<file path="src/rtl/simplerisc_pkg.sv">
// simplerisc_pkg: shared SimpleRISC opcodes, fetch FSM states and IF/ID record.
package simplerisc_pkg;
  localparam logic [4:0] OP_NOP = 5'b01101;
  localparam logic [4:0] OP_HLT = 5'b11111;
  localparam logic [31:0] NOP_INSN = {OP_NOP, 27'b0};
  typedef enum logic {RUN, HALT} fetch_state_t;
  typedef struct packed {
    logic [31:0] insn;
    logic [31:0] pc;
    logic        valid;
  } if_id_t;
endpackage

</file>
<file path="src/rtl/if_id_reg.sv">
// if_id_reg: IF/ID pipeline register; flush beats load, otherwise holds.
module if_id_reg
  import simplerisc_pkg::*;
#(
  parameter int PC_W = 32
) (
  input  logic            clk,
  input  logic            rst_n,
  input  logic            load,
  input  logic            flush,
  input  logic [31:0]     insn_d,
  input  logic [PC_W-1:0] pc_d,
  output logic [31:0]     insn,
  output logic [PC_W-1:0] pc,
  output logic            valid
);
  always_ff @(posedge clk or negedge rst_n) begin
    if (!rst_n) begin
      insn  <= NOP_INSN;
      pc    <= '0;
      valid <= 1'b0;
    end else if (flush) begin
      insn  <= NOP_INSN;
      pc    <= '0;
      valid <= 1'b0;
    end else if (load) begin
      insn  <= insn_d;
      pc    <= pc_d;
      valid <= 1'b1;
    end
  end
endmodule

</file>
<file path="src/rtl/fetch_stage.sv">
// fetch_stage: PC, RUN/HALT control and fetch counter feeding the IF/ID register.
module fetch_stage
  import simplerisc_pkg::*;
#(
  parameter int              PC_W       = 32,
  parameter logic [PC_W-1:0] RESET_PC   = '0,
  parameter logic [PC_W-1:0] PC_INC     = 1,
  parameter int              IMEM_DEPTH = 256
) (
  input  logic            clk,
  input  logic            rst_n,
  output logic [PC_W-1:0] imem_addr_o,
  input  logic [31:0]     imem_insn_i,
  input  logic            stall_i,
  input  logic            branch_taken_i,
  input  logic [PC_W-1:0] branch_target_i,
  output logic [31:0]     if_insn_o,
  output logic [PC_W-1:0] if_pc_o,
  output logic            if_valid_o,
  output logic            halted_o,
  output logic            fault_o,
  output logic [31:0]     fetch_count_o
);
  fetch_state_t    state;
  logic [PC_W-1:0] pc_q;
  logic            run, out_of_range, load, flush;
  assign imem_addr_o  = pc_q;
  assign halted_o     = state == HALT;
  assign run          = state == RUN;
  assign out_of_range = pc_q >= PC_W'(IMEM_DEPTH);
  assign load         = !branch_taken_i && run && !stall_i && !out_of_range;
  // HALT ignores stall and bubbles IF/ID every cycle until a branch
  assign flush        = branch_taken_i || !run || (!stall_i && out_of_range);
  always_ff @(posedge clk or negedge rst_n) begin
    if (!rst_n) begin
      state         <= RUN;
      pc_q          <= RESET_PC;
      fault_o       <= 1'b0;
      fetch_count_o <= '0;
    end else if (branch_taken_i) begin
      state <= RUN;
      pc_q  <= branch_target_i;
    end else if (run && !stall_i) begin
      if (out_of_range) begin
        state   <= HALT;
        fault_o <= 1'b1;
      end else begin
        pc_q          <= pc_q + PC_INC;
        fetch_count_o <= fetch_count_o + 32'd1;
        state         <= imem_insn_i[31:27] == OP_HLT ? HALT : RUN;
      end
    end
  end
  if_id_reg #(.PC_W(PC_W)) u_if_id (
    .clk   (clk),
    .rst_n (rst_n),
    .load  (load),
    .flush (flush),
    .insn_d(imem_insn_i),
    .pc_d  (pc_q),
    .insn  (if_insn_o),
    .pc    (if_pc_o),
    .valid (if_valid_o)
  );
endmodule

</file>
<file path="config.mk">
export PLATFORM = sky130hd
export DESIGN_NAME = fetch_stage
export DESIGN_NICKNAME = d
export VERILOG_FILES = /design/src/rtl/simplerisc_pkg.sv /design/src/rtl/if_id_reg.sv /design/src/rtl/fetch_stage.sv
export SDC_FILE = /design/constraint.sdc
export NUM_CORES = 1
export LEC_CHECK = 0
export CAP_MARGIN = 20
export CORE_UTILIZATION = 40
export CTS_BUF_LIST = sky130_fd_sc_hd__clkbuf_2 sky130_fd_sc_hd__clkbuf_4 sky130_fd_sc_hd__clkbuf_8
export CTS_CLUSTER_SIZE = 28
export DETAILED_ROUTE_END_ITERATION = 8
export GPL_ROUTABILITY_DRIVEN = 0
export MAX_ROUTING_LAYER = met4
export PLACE_DENSITY = 0.72
export SLEW_MARGIN = 5
export SYNTH_ARGS = -nofsm -noshare
export SYNTH_HDL_FRONTEND = slang
export SYNTH_HIERARCHICAL = 1
export SYNTH_SLANG_ARGS = --single-unit
</file>
<file path="constraint.sdc">
create_clock -name clk -period 3.3 [get_ports clk]
set_input_delay 0.33 -clock clk [delete_from_list [all_inputs] [get_ports clk]]
set_output_delay 0.33 -clock clk [all_outputs]
set_load 0.005 [all_outputs]
</file>
==> results.txt <==
----------------------------------------------------
[Yosys]
  Fraction of the mapped netlist area in simple logic gates ... 0.1570
  Post-synth top area cell ... dfrtp_1
  Warning count from the yosys run ... 6
  EDFF count, synth ... 0
  Largest family of logic cells by synthesized area ... multiplexers
  Mean post-synth cell area ... 12.58 sq um
  Area share of the leading cell type in the synthesized netlist ... 0.5536
  FF+latch count, synth ... 131
  Unique cell type count in the Yosys netlist ... 40
  Mux share of post-synthesis cell area ... 0.1600
  Async set-reset flop share out of synthesis ... 1.000
  Netlist Area Pre-Place ... 0.005786 sq mm
  Post-Synth Adder-Cell Area ... 0.006488
  Cell types with the largest area share after synthesis ... dfrtp_1, mux2i_1, mux2_2
  Register area share after synthesis ... 0.5673
  Parity-gate share of the synthesized area counting xor and xnor cells ... 0.05753
  Synth Flop Type ... dfrtp_1
  Number of instances in the synthesized netlist ... 460
  Post-Syn Nets ... 531
  Post-synthesis compound-gate area fraction ... 0.01514

[Finish]
  Utilization of the core after routing ... 0.5939
  Most frequent cells in the layout ... clkdlybuf4s50_1, dfrtp_1, nor2_1
  Area delta synth->final ... 43.60%
  Area of all placed cells without fillers ... 0.008308 sq mm
  Count of inserted antenna diode cells ... 0
  # nets final ... 732
  Footprint of the flip-flops and latches ... 0.003282 sq mm
  Ratio of cells with drive above 1 in the final layout ... 0.1424
  Combined area of the multi-input logic cells ... 0.002310 sq mm
  Number of standard cells in the layout, taps in and fillers out ... 854
  Commonest non-fill, non-tap cell in the layout ... clkdlybuf4s50_1
  Number of fill cells in the layout ... 1192

[Setup path]
  CP Data Required Time ... 3.67 ns
  Kind of end point of the critical path ... flop
  Delay of the slowest cell on the worst path ... 0.45 ns
  Cell-by-cell listing of the critical path ... nor4_2, nand2_2, nor2_1, o21ai_4, buf_12, buf_4, nor2_1
  Cell repeated most along the worst path ... nor2_1
  Worst-path cell with the longest stage delay ... nor2_1
  Kind of start point of the critical path ... flop
  Worst-path fanout max ... 34
  Top cell family by delay on the critical path ... simple AND/OR/NAND/NOR gates
  Crit path DAT ... 2.75 ns
  Count of buffer and inverter cells on the critical path ... 2
  Classification of the worst setup path ... reg2reg

[Pwr]
  Leak ... 3.350 nW
  Net Switching ... 0.7511 mW
  Power density normalized to cell area ... 404.3 mW/mm^2
  Peak supply drop ... 383.1 uV
  Sw Ratio ... 0.2236
  Share of power burned in the clock network ... 0.404
  Flop pwr share ... 0.507
  Combinational Power Share ... 0.089
  Cell Int Power ... 2.608 mW

[Die]
  Number of cell rows ... 43
  Core region area ... 0.01399 sq mm
  Total Die Area ... 0.01495 sq mm
  I/O pin total ... 199
  Vertical extent of the die ... 122.3 um
  Horizontal extent of the die ... 122.3 um
  Initial core utilization ... 0.4136

[Timing]
  Hold slack ... -0.01879 ns
  Worst slew pin tran ... 0.6891 ns
  Final worst path period need ... 2.387 ns
  Final cycle utilization of the critical path ... 0.7234
  RSZ-0062 raised after global routing ... no
  Fmax ... 418.9 MHz
  Max_slew headroom ... 0.5406
  Final setup violating endpoints ... 0
  Final worst clock skew ... 0.01344 ns
  Hold violation count in the final report ... 5
  Pins over their slew limit ... 0
  Setup TNS Final ... 0 ns

[CTS]
  Number of buffers inserted during clock tree synthesis ... 17
  CTS tree ... yes
  Post-cts sizing count ... 0
  H-tree Lvls ... 4
  Number of buffers on the longest clock path ... 2
  Clock Sink Count ... 131
  Post-CTS Setup Repair Bufs ... 0
  Clock Root Buffer ... clkbuf_8
  Clock slew at the register clock pins of the worst setup and hold paths ... 0.07 ns
  Number of hold buffers added after cts ... 0
  Clock Latency Late Sink ... 0.44 ns

[Routing]
  Routed length per instance ... 16.86 um
  Violation count after the first detailed-routing iteration ... 177
  Vias after detailed routing ... 4288
  Final wirelength ... 14400 um
  Detailed-router iteration count before antenna repair ... 4
  Antenna-violating nets left ... 0
  Via count normalized by instance count ... 5.021
  DRC errors left ... 0

[GRT]
  First-pass GRT wire length ... 23090 um
  Total routing resource utilization after global routing ... 0.2113
  Largest net degree at the start of global routing ... 132
  Vias in the first global route ... 4425
  Antenna violations before repair ... 0
  GR Overflow Total ... 0

[Status]
  Violated checks ... negative hold slack
  Run status ... complete, but fails checks

[Run]
  Max capacitance violation total ... 0

[Placed design]
  # port buffers ... 198
  Detailed-placement wirelength estimate ... 10230 um
  Post-place instance area ... 0.007888 sq mm
  Total instance count after detailed placement ... 821

[Hold path]
  Hold crit path type ... in2async

----------------------------------------------------
[power groups by stage]
| stage | Clock [mW] | Combinational (mW) | Sequential, mW |
|---|---|---|---|
| after global placement | 0 | 0.295 | 1.73 |
| after floorplan | 0 | 0.0811 | 1.72 |
| final | 1.36 | 0.298 | 1.70 |
| after CTS | 1.39 | 0.302 | 1.70 |
| after global routing | 1.47 | 0.325 | 1.71 |
| after detailed placement | 0 | 0.299 | 1.73 |
[worst paths after layout]
| path | startpoint | endpoint | slack, ns | cells after the start |
|---|---|---|---|---|
| max in group asynchronous | rst_n | imem_addr_o[13] | 2.79 | 2 |
| hold reg to reg | fault_o | fault_o | 0.48 | 1 |
| setup / recovery | imem_addr_o[25] | u_if_id/pc[16] | 0.91 | 7 |
| setup reg to reg | imem_addr_o[25] | u_if_id/pc[16] | 0.91 | 7 |
| hold / removal | rst_n | u_if_id/insn[17] | -0.02 | 2 |
| min in group clk | branch_taken_i | halted_o | 0.25 | 2 |
[state kept, by name (all words and copies together), names as in the netlist]
signal / count
halted_o: 1
fetch_count_o: 32
fault_o: 1
u_if_id/insn: 32
imem_addr_o: 32
u_if_id/pc: 32
u_if_id/valid: 1
[stage by stage]
step,power (mW),setup slack (ns),hold WS (ns)
2_1_floorplan,1.803,1.133,0.03441
3_3_place_gp,2.027,0.8396,0.4501
3_5_place_dp,2.033,0.7370,0.4626
4_1_cts,3.400,0.7981,0.01525
5_1_grt,3.510,0.7602,0.04205
6_report,3.359,0.9128,-0.01879
[synthesized netlist by cell type (all sizes together) (2+ instances only)]
cell type	instances
o21ai	7
nor4	13
mux2i	61
dfstp	3
nand3	13
and4	4
xnor2	29
ha	3
nand2	15
clkbuf	8
a211o	3
and2	2
nor2b	5
nand4	17
xor2	9
and3	7
nor3	7
inv	5
buf	16
mux2	28
nor2	71
dfrtp	128
[worst register-to-register path: stages (launching register included)]
cell     delay [ns]
dfrtp_1        0.42
nor4_2         0.44
nand2_2        0.23
nor2_1         0.45
o21ai_4        0.18
buf_12         0.21
buf_4          0.24
nor2_1         0.15
[layer usage]
metal,track usage,vias up,part of all wire
met1,0.2625,2125,0.42
met4,0.05945,0,0.0096
met2,0.3209,158,0.48
met5,-,-,0
met3,0.08086,14,0.089
li1,-,1991,-
[final cells by class]
class	instances	share of cell area
inverters	5	0.002259
clock inverters	6	0.009639
well taps	180	0.02711
flip-flops and latches	131	0.3950
multi-input cells	300	0.2780
clock buffers	26	0.03855
repair buffers	206	0.2494
[logic make-up (layout without fill, tap and decap cells)]
logic type / Yosys count / after routing
xor+xnor: 38 / 38
buf+inv: 29 / 243
flops: 131 / 131
fa+ha+maj: 3 / 3
simple gates: 156 / 156
mux: 89 / 89
compound gates: 14 / 14
Power figures use the tool's default switching activity.
